$ cat src/rtl/uart_link_ctrl.sv
// Sequencing controller between the host register interface and uart_top:
// drains the TX FIFO, commits received frames, gates host requests, keeps stats.
module uart_link_ctrl #(
  parameter int START_TIMEOUT = 1024,
  parameter bit DROP_ERR      = 1'b1,
  parameter int CNT_WD        = 16
) (
  input  logic              clk,
  input  logic              rst,
  input  logic              tx_en,
  input  logic              rx_en,
  input  logic              host_wr,
  input  logic              host_rd,
  input  logic              clr_stat,
  input  logic              tx_full,
  input  logic              tx_empty,
  input  logic              tx_busy,
  input  logic              tx_done,
  input  logic              rx_full,
  input  logic              rx_empty,
  input  logic              rx_done,
  input  logic              rx_busy,
  input  logic              framing_error_flag,
  input  logic              parity_error_flag,
  output logic              tx_wr_en,
  output logic              tx_rd_en,
  output logic              tx_start,
  output logic              rx_wr_en,
  output logic              rx_rd_en,
  output logic              rx_start,
  output logic              wr_reject,
  output logic              rd_reject,
  output logic              tx_stall,
  output logic [CNT_WD-1:0] tx_cnt,
  output logic [CNT_WD-1:0] rx_cnt,
  output logic [CNT_WD-1:0] ovr_cnt,
  output logic [CNT_WD-1:0] perr_cnt,
  output logic [CNT_WD-1:0] ferr_cnt
);

  localparam int TMO_W = (START_TIMEOUT > 1) ? $clog2(START_TIMEOUT) : 1;
  localparam logic [TMO_W-1:0] TMO_LOAD = TMO_W'(START_TIMEOUT - 1);

  typedef enum logic [2:0] {
    S_IDLE,
    S_POP,
    S_LOAD,
    S_START,
    S_WAIT_BUSY,
    S_WAIT_DONE
  } tx_state_t;

  tx_state_t        state;
  logic [TMO_W-1:0] tmo;
  logic             frame_err;
  logic             drop_frame;
  logic             unused_inputs;

  function automatic logic [CNT_WD-1:0] sat_inc(input logic [CNT_WD-1:0] v);
    return (&v) ? v : v + 1'b1;
  endfunction

  // Host requests go straight through when the FIFO flag allows them.
  assign tx_wr_en      = host_wr & ~tx_full;
  assign rx_rd_en      = host_rd & ~rx_empty;
  assign frame_err     = framing_error_flag | parity_error_flag;
  assign drop_frame    = frame_err & DROP_ERR;
  assign unused_inputs = rx_busy;

  always_ff @(posedge clk) begin
    if (rst) begin
      wr_reject <= 1'b0;
      rd_reject <= 1'b0;
    end else begin
      wr_reject <= host_wr & tx_full;
      rd_reject <= host_rd & rx_empty;
    end
  end

  // One frame per pass: pop, let FIFO data settle, start, then wait for busy/done.
  always_ff @(posedge clk) begin
    if (rst) begin
      state    <= S_IDLE;
      tmo      <= '0;
      tx_rd_en <= 1'b0;
      tx_start <= 1'b0;
      tx_stall <= 1'b0;
      tx_cnt   <= '0;
    end else begin
      tx_rd_en <= 1'b0;
      tx_start <= 1'b0;
      case (state)
        S_IDLE: begin
          if (tx_en & ~tx_empty & ~tx_busy & ~tx_stall) begin
            state    <= S_POP;
            tx_rd_en <= 1'b1;
          end
        end
        S_POP:  state <= S_LOAD;
        S_LOAD: begin
          state    <= S_START;
          tx_start <= 1'b1;
          tmo      <= TMO_LOAD;
        end
        S_START: begin
          if (tx_busy) begin
            state <= S_WAIT_DONE;
          end else begin
            state <= S_WAIT_BUSY;
            if (tmo != '0) tmo <= tmo - 1'b1;
          end
        end
        S_WAIT_BUSY: begin
          if (tx_busy) begin
            state <= S_WAIT_DONE;
          end else if (tmo == '0) begin
            // The popped byte is abandoned; TX stays blocked until cleared.
            state    <= S_IDLE;
            tx_stall <= 1'b1;
          end else begin
            tmo <= tmo - 1'b1;
          end
        end
        S_WAIT_DONE: begin
          if (tx_done) begin
            state  <= S_IDLE;
            tx_cnt <= sat_inc(tx_cnt);
          end
        end
        default: state <= S_IDLE;
      endcase
      if (clr_stat) begin
        tx_stall <= 1'b0;
        tx_cnt   <= '0;
      end
    end
  end

  // Error counters first, then drop/overrun/commit decided on the rx_done cycle.
  always_ff @(posedge clk) begin
    if (rst) begin
      rx_start <= 1'b0;
      rx_wr_en <= 1'b0;
      rx_cnt   <= '0;
      ovr_cnt  <= '0;
      perr_cnt <= '0;
      ferr_cnt <= '0;
    end else begin
      rx_start <= rx_en;
      rx_wr_en <= 1'b0;
      if (rx_done) begin
        if (framing_error_flag) ferr_cnt <= sat_inc(ferr_cnt);
        if (parity_error_flag)  perr_cnt <= sat_inc(perr_cnt);
        if (!drop_frame) begin
          if (rx_full) begin
            ovr_cnt <= sat_inc(ovr_cnt);
          end else begin
            rx_wr_en <= 1'b1;
            rx_cnt   <= sat_inc(rx_cnt);
          end
        end
      end
      if (clr_stat) begin
        rx_cnt   <= '0;
        ovr_cnt  <= '0;
        perr_cnt <= '0;
        ferr_cnt <= '0;
      end
    end
  end

endmodule

$ cat config.mk
export PLATFORM = sky130hd
export DESIGN_NAME = uart_link_ctrl
export DESIGN_NICKNAME = d
export VERILOG_FILES = /design/src/rtl/uart_link_ctrl.sv
export SDC_FILE = /design/constraint.sdc
export NUM_CORES = 1
export LEC_CHECK = 0
export CAP_MARGIN = 20
export CELL_PAD_IN_SITES_DETAIL_PLACEMENT = 0
export CELL_PAD_IN_SITES_GLOBAL_PLACEMENT = 1
export CORE_ASPECT_RATIO = 0.8
export CORE_UTILIZATION = 41
export CTS_CLUSTER_DIAMETER = 50
export DETAILED_ROUTE_END_ITERATION = 8
export PLACE_DENSITY_LB_ADDON = 0.2
export SYNTH_ARGS = -nofsm -noshare
export SYNTH_HDL_FRONTEND = slang
export SYNTH_SLANG_ARGS = --single-unit
$ cat constraint.sdc
create_clock -name clk -period 3.06 [get_ports clk]
set_input_delay 0.459 -clock clk [delete_from_list [all_inputs] [get_ports clk]]
set_output_delay 0.459 -clock clk [all_outputs]
set_load 0.03 [all_outputs]
==> results.sh, run 1 <==
export IMPL_outcome="finished clean"
export IMPL_die_y_um=104
export IMPL_viasPerCell=5.94
export IMPL_io_buffers=104
export IMPL_dr_first_iter_drc_count=246
export IMPL_drv_slew=0
export IMPL_netlist_area_sq_um=5280
export IMPL_drc=0
export IMPL_ctsResizeCount=0
export IMPL_required_ns=3.33
export IMPL_synth_avg_cell_area_sq_um=8.34
export IMPL_drt_wl_total_um=14400
export IMPL_synth_cell_types=62
export IMPL_drive_above_1_share_pct=5.11
export IMPL_cp_start_kind="primary input"
export IMPL_vias=5312
export IMPL_nNetsFinal=742
export IMPL_ioPinCount=106
export IMPL_pre_cts_ws_ns=0.475
export IMPL_grtUsageMet3_pct=5.79
export IMPL_power_density_nw_per_um2=488
export IMPL_hold_viol=0
export IMPL_grtUsageTotal_pct=21.6
export IMPL_leakage_uw=0.00214
export IMPL_gp_congestion=0.876
export IMPL_seq_area_frac_synth_pct=37.9
export IMPL_antenna_left=0
export IMPL_endpoint_kind="register"
export IMPL_crit_arrival_ns=2.55
export IMPL_synth_edff_count=0
export IMPL_critPathMaxFanout=11
export IMPL_rows=36
export IMPL_cts_buffers=9
export IMPL_rsz0062_at_grt="false"
export IMPL_cts_hold_buf=0
export IMPL_cts_root_buf="clkbuf_16"
export IMPL_cts_buffer_depth=2
export IMPL_min_period_ns=2.27
export IMPL_first_pass_iters=5
export IMPL_async_flop_share_pct=0
export IMPL_critical_path_buf_inv_count=1
export IMPL_synth_seq_cells=100
export IMPL_grt_start_max_net_pins=38
export IMPL_grt_pass1_vias=4750
export IMPL_max_stage_delay_ns=0.73
export IMPL_fin_cells=895
export IMPL_cts_setup_buffers=0
export IMPL_grt_pass1_wl_um=23300
export IMPL_finalWorstSetupSlack_ns=0.788
export IMPL_grt_antenna_before_repair=0
export IMPL_crit_chain="clkdlybuf4s50_1 -> or4b_1 -> a311oi_2 -> and3_1 -> mux2i_1"
export IMPL_yosys_warnings=0
export IMPL_cts_sinks=100
export IMPL_period_share_pct=74.2
export IMPL_postSynthCellCount=633
export IMPL_grt_met1_usage_pct=29.1
export IMPL_dp_cells=879
export IMPL_syn_nets=656
export IMPL_antenna_cells=0
export IMPL_initial_core_util_pct=42.8
export IMPL_drv_cap=0
export IMPL_setup_tns_ns=0
export IMPL_cpMaxStageDelayCell="clkdlybuf4s50_1"
export IMPL_grt_ovfl_total=0
export IMPL_dp_hpwl_um=9810
export IMPL_slew_headroom_pct=31.2
export IMPL_core_area_sq_um=12300
export IMPL_critPathTopFamily="simple AND/OR/NAND/NOR gates"
export IMPL_grt_busiest_layer="met2"
export IMPL_clkTransAtPathRegs_ns=0.06
export IMPL_grt_use_met2_pct=34.0
export IMPL_worstSkewPairLatency_ns=0.34
export IMPL_synth_main_ff_cell="dfxtp_1"
export IMPL_die_area_sq_um=13300
export IMPL_h_tree_depth=3
export IMPL_wl_per_cell_um=16.1
export IMPL_tightest_slew_ns=1.02
export IMPL_max_freq_ghz=0.440
export IMPL_finClkSkew_ns=0.00386
export IMPL_hold_path_class="register to register"
export IMPL_tritoncts="yes"
export IMPL_finalSetupViolCount=0
export IMPL_ir_drop_v=0.000502
export IMPL_die_width_um=129
export IMPL_crit_type="primary input to register"
export IMPL_syn_to_final_growth_pct=27.3
## cells by family (layout without fill, tap and decap cells)
group,Yosys count,count (layout),synth area share [%]
DFF,100,100,37.9
buffers and inverters,49,140,4.03
muxes,22,22,4.17
AOI/OAI and AO/OA,171,171,21.6
adders and majority gates,6,6,1.42
xor gates and xnor gates,1,1,0.166
and+or+nand+nor,284,284,30.7
## metal layers
layer / routed length [um] / part of all wire, % / vias to the layer above
li1: - / - / 2630
met5: 0 / 0 / -
met4: 165 / 1.1 / 0
met1: 6890 / 48 / 2526
met2: 6490 / 45 / 141
met3: 880 / 6.1 / 15
## through the flow
step | hold WS, ns | area, sq um | power (uW) | utilization [%]
after floorplan | 0.457 | 5280 | 2060 | -
after global placement | 0.467 | 6450 | 2210 | 52.3
after detailed placement | 0.486 | 6450 | 2240 | 52.3
after CTS | 0.495 | 6720 | 3310 | 54.5
after global routing | 0.518 | 6720 | 3450 | 54.5
final | 0.485 | 6720 | 3280 | 54.5
## where the power goes
| part | internal, uW | switching [uW] | total (uW) | leakage, uW |
|---|---|---|---|---|
| clock network | 569 | 487 | 1060 | 0.000135 |
| logic | 290 | 421 | 711 | 0.00120 |
| registers | 1390 | 125 | 1520 | 0.000808 |
## state kept, by name (all words and copies together) (netlist names), 3 cells and up
signal	count
perr_cnt	16
ferr_cnt	16
state	3
ovr_cnt	16
tx_cnt	16
rx_cnt	16
tmo	10
## cell usage after synthesis, types with 2 or more instances
cell type  number  area share [%]
buf_6           2            0.43
buf_1           5            0.36
and3_1         14             1.7
o41ai_1         3            0.50
nor4_1         13             1.5
nand3_1        28             2.7
inv_1          12            0.85
ha_1            6             1.4
buf_2           8            0.76
or3_1          32             3.8
o21a_1          2            0.28
dfxtp_1       100              38
nor2_1         16             1.1
nor3_1         15             1.4
a2111o_1       10             2.1
and2_1          4            0.47
or2_2           3            0.36
o31ai_1        20             2.8
o211a_1         2            0.38
nand2_1        80             5.7
and4_1         11             1.8
a311oi_1        4            0.66
o21ai_0        26             2.5
nand4_1        21             2.5
a31oi_1        17             2.0
clkbuf_1       21             1.5
a221oi_1        2            0.33
o21ai_1         2            0.19
nor2b_1         6            0.71
or4_1          24             3.4
or2_1           2            0.24
a21oi_1        52             4.9
o211ai_1        6            0.85
mux2i_1        22             4.2
a41o_1          3            0.57
a211oi_1       13             1.8
## tightest hold or removal path, cell delays in order, from the launching register on
cell and delay (ns):
dfxtp_1 0.33, nand2_1 0.06, mux2i_1 0.05
## final timing paths
path                endpoint  slack [ns]         from  cells after the start
setup / recovery  rx_cnt[15]        0.79      rx_done                      5
hold / removal     rx_cnt[5]        0.49    rx_cnt[5]                      2
setup reg to reg  ovr_cnt[2]        0.99  ovr_cnt[12]                      4
hold reg to reg    rx_cnt[5]        0.49    rx_cnt[5]                      2
## layout by cell type (no fill, tap or decap), drive strengths merged, types with 14 or more instances in the layout
cell and instances:
clkdlybuf4s50 104, dfxtp 100, nand2 80, a21oi 52
or3 32, nand3 28, o21ai 28, or4 24
mux2i 22, nand4 22, o31ai 20, a31oi 17
nor3 16, nor2 16, and3 14
## area by class of cell
class | count | area (sq um)
clock buffer | 11 | 243
clock inverter | 5 | 27.5
fill | 1150 | 5620
inverter | 12 | 45.0
multi-input combinational | 484 | 3080
sequential | 100 | 2000
tap | 171 | 214
timing repair buffer | 112 | 1110
No activity file was read; power rests on OpenSTA's default activity.
==> run 2: changes to the inputs <==
--- a/config.mk
+++ b/config.mk
@@ -9,7 +9,7 @@
 export CELL_PAD_IN_SITES_DETAIL_PLACEMENT = 0
 export CELL_PAD_IN_SITES_GLOBAL_PLACEMENT = 1
 export CORE_ASPECT_RATIO = 0.8
-export CORE_UTILIZATION = 41
+export CORE_UTILIZATION = 35
 export CTS_CLUSTER_DIAMETER = 50
 export DETAILED_ROUTE_END_ITERATION = 8
 export PLACE_DENSITY_LB_ADDON = 0.2
==> constraint.sdc (replaced) <==
create_clock -name clk -period 1.9 [get_ports clk]
set_input_delay 0.285 -clock clk [delete_from_list [all_inputs] [get_ports clk]]
set_output_delay 0.285 -clock clk [all_outputs]
set_load 0.03 [all_outputs]
==> run 2 against run 1 <==
Against the previous run:
- critical path depth fell by 2
- power rose by 74%
- highest routed layer unchanged
- non-clock buffer count rose by 64
- routed wire length rose by 8.0%
- cell area rose by 8.9%
==> results.sh, run 2 (synthesized netlist as in run 1, its figures left out) <==
export IMPL_outcome="finished clean"
export IMPL_drc=0
export IMPL_p_seq_share_pct=42.2
export IMPL_leakage_uw=0.00251
export IMPL_switching_share_pct=29.7
export IMPL_io_buffers=104
export IMPL_drt_wl_total_um=15600
export IMPL_required_ns=1.62
export IMPL_pwr_share_comb_pct=22.5
export IMPL_grt_start_max_net_pins=27
export IMPL_max_freq_ghz=0.537
export IMPL_hold_path_class="register to register"
export IMPL_grt_ovfl_total=0
export IMPL_wl_per_cell_um=16.0
export IMPL_dp_hpwl_um=11400
export IMPL_ir_drop_v=0.000533
export IMPL_cts_buffer_depth=2
export IMPL_die_area_sq_um=15600
export IMPL_clkTransAtPathRegs_ns=0.07
export IMPL_grt_antenna_before_repair=0
export IMPL_ioPinCount=106
export IMPL_drive_above_1_share_pct=14.0
export IMPL_whs_path_depth=2
export IMPL_drv_cap=0
export IMPL_regArea_sq_um=2010
export IMPL_pwr_share_clk_pct=35.3
export IMPL_final_cell_mix="clkdlybuf4s50_1 (103), dfxtp_1 (95), nand2_1 (80)"
export IMPL_setup_tns_ns=0
export IMPL_rows=39
export IMPL_cpMaxStageDelayCell="clkdlybuf4s50_1"
export IMPL_critPathMaxFanout=2
export IMPL_tightest_slew_ns=0.553
export IMPL_initial_core_util_pct=36.4
export IMPL_final_common_cell="clkdlybuf4s50_1"
export IMPL_die_width_um=139
export IMPL_whs_ns=0.492
export IMPL_dr_first_iter_drc_count=303
export IMPL_final_core_util_pct=50.5
export IMPL_gp_congestion=0.813
export IMPL_first_pass_iters=5
export IMPL_cts_sinks=100
export IMPL_h_tree_depth=3
export IMPL_dp_cells=956
export IMPL_crit_top_cell="clkdlybuf4s50_1"
export IMPL_intPower_uw=4020
export IMPL_power_density_nw_per_um2=781
export IMPL_vias=5512
export IMPL_grt_pass1_wl_um=26000
export IMPL_crit_chain="clkdlybuf4s50_1 -> nor2b_1 -> clkdlybuf4s50_1"
export IMPL_finalSetupViolCount=0
export IMPL_min_period_ns=1.86
export IMPL_r2r_cells=4
export IMPL_drv_slew=0
export IMPL_max_stage_delay_ns=0.69
export IMPL_crit_arrival_ns=1.58
export IMPL_die_y_um=112
export IMPL_cts_setup_buffers=0
export IMPL_antenna_left=0
export IMPL_hold_viol=0
export IMPL_core_area_sq_um=14500
export IMPL_worstSkewPairLatency_ns=0.34
export IMPL_worst_r2r_setup_slack_ns=0.11
export IMPL_slew_headroom_pct=62.8
export IMPL_crit_type="primary input to output port"
export IMPL_rsz0062_at_grt="true"
export IMPL_finClkSkew_ns=0.00699
export IMPL_multiInputGateArea_sq_um=3110
export IMPL_grt_pass1_vias=5219
export IMPL_tritoncts="yes"
export IMPL_syn_to_final_growth_pct=38.6
export IMPL_fin_cells=972
export IMPL_cts_root_buf="clkbuf_16"
export IMPL_endpoint_kind="output port"
export IMPL_antenna_cells=0
export IMPL_period_share_pct=98.1
export IMPL_viasPerCell=5.67
export IMPL_n_fill_cell=1386
export IMPL_nNetsFinal=806
export IMPL_grtUsageTotal_pct=20.3
export IMPL_cp_start_kind="primary input"
export IMPL_p_sw_uw=1700
export IMPL_cts_buffers=9
[run 2: cell type report]
type,instances,area share (%)
clock inverter,5,1.16
clock buffer,11,3.32
multi-input combinational,484,42.5
tap,184,3.14
inverter,12,0.615
timing repair buffer,176,21.8
sequential,100,27.4
[run 2: path summary, 6_finish.rpt]
check         startpoint     endpoint
max              host_wr     tx_wr_en
max reg2reg     state[0]    tx_cnt[7]
min          ferr_cnt[1]  ferr_cnt[1]
min reg2reg  ferr_cnt[1]  ferr_cnt[1]
[run 2: stage by stage]
| stage | setup WS [ns] | total power, uW | cell area [sq um] |
|---|---|---|---|
| finish | 0.0361 | 5720 | 7320 |
| global route | -0.00167 | 6030 | 7320 |
| CTS | 0.0197 | 5770 | 7280 |
| detailed placement | -0.314 | 3710 | 6960 |
| global placement | -0.315 | 3700 | 6960 |
| floorplan | 0.0337 | 3310 | 5290 |
[run 2: metal layers]
metal | GRT usage [%] | vias up | wire, um
met5 | 0 | - | 0
met4 | 5.33 | 0 | 189
met3 | 4.30 | 14 | 624
met2 | 32.2 | 107 | 7000
met1 | 28.0 | 2624 | 7780
li1 | - | 2767 | -
[run 2: repair_timing]
| action | in CTS | in global routing |
|---|---|---|
| hold buffers | 0 | 0 |
| resized for setup | 0 | 7 |
| setup endpoints to repair | 0 | 14 |
[run 2: power by group through the flow]
| stage | clock, uW | combinational (uW) | sequential (uW) |
|---|---|---|---|
| after detailed placement | 0 | 1270 | 2450 |
| after floorplan | 0 | 903 | 2410 |
| after CTS | 2080 | 1280 | 2400 |
| after global placement | 0 | 1250 | 2450 |
| after global routing | 2160 | 1430 | 2440 |
| final | 2020 | 1290 | 2410 |
[run 2: worst max-delay path, delay by kind of cell]
| kind | cells | cell delay (ns) |
|---|---|---|
| buf+inv | 2 | 1.16 |
| simple gates | 1 | 0.14 |
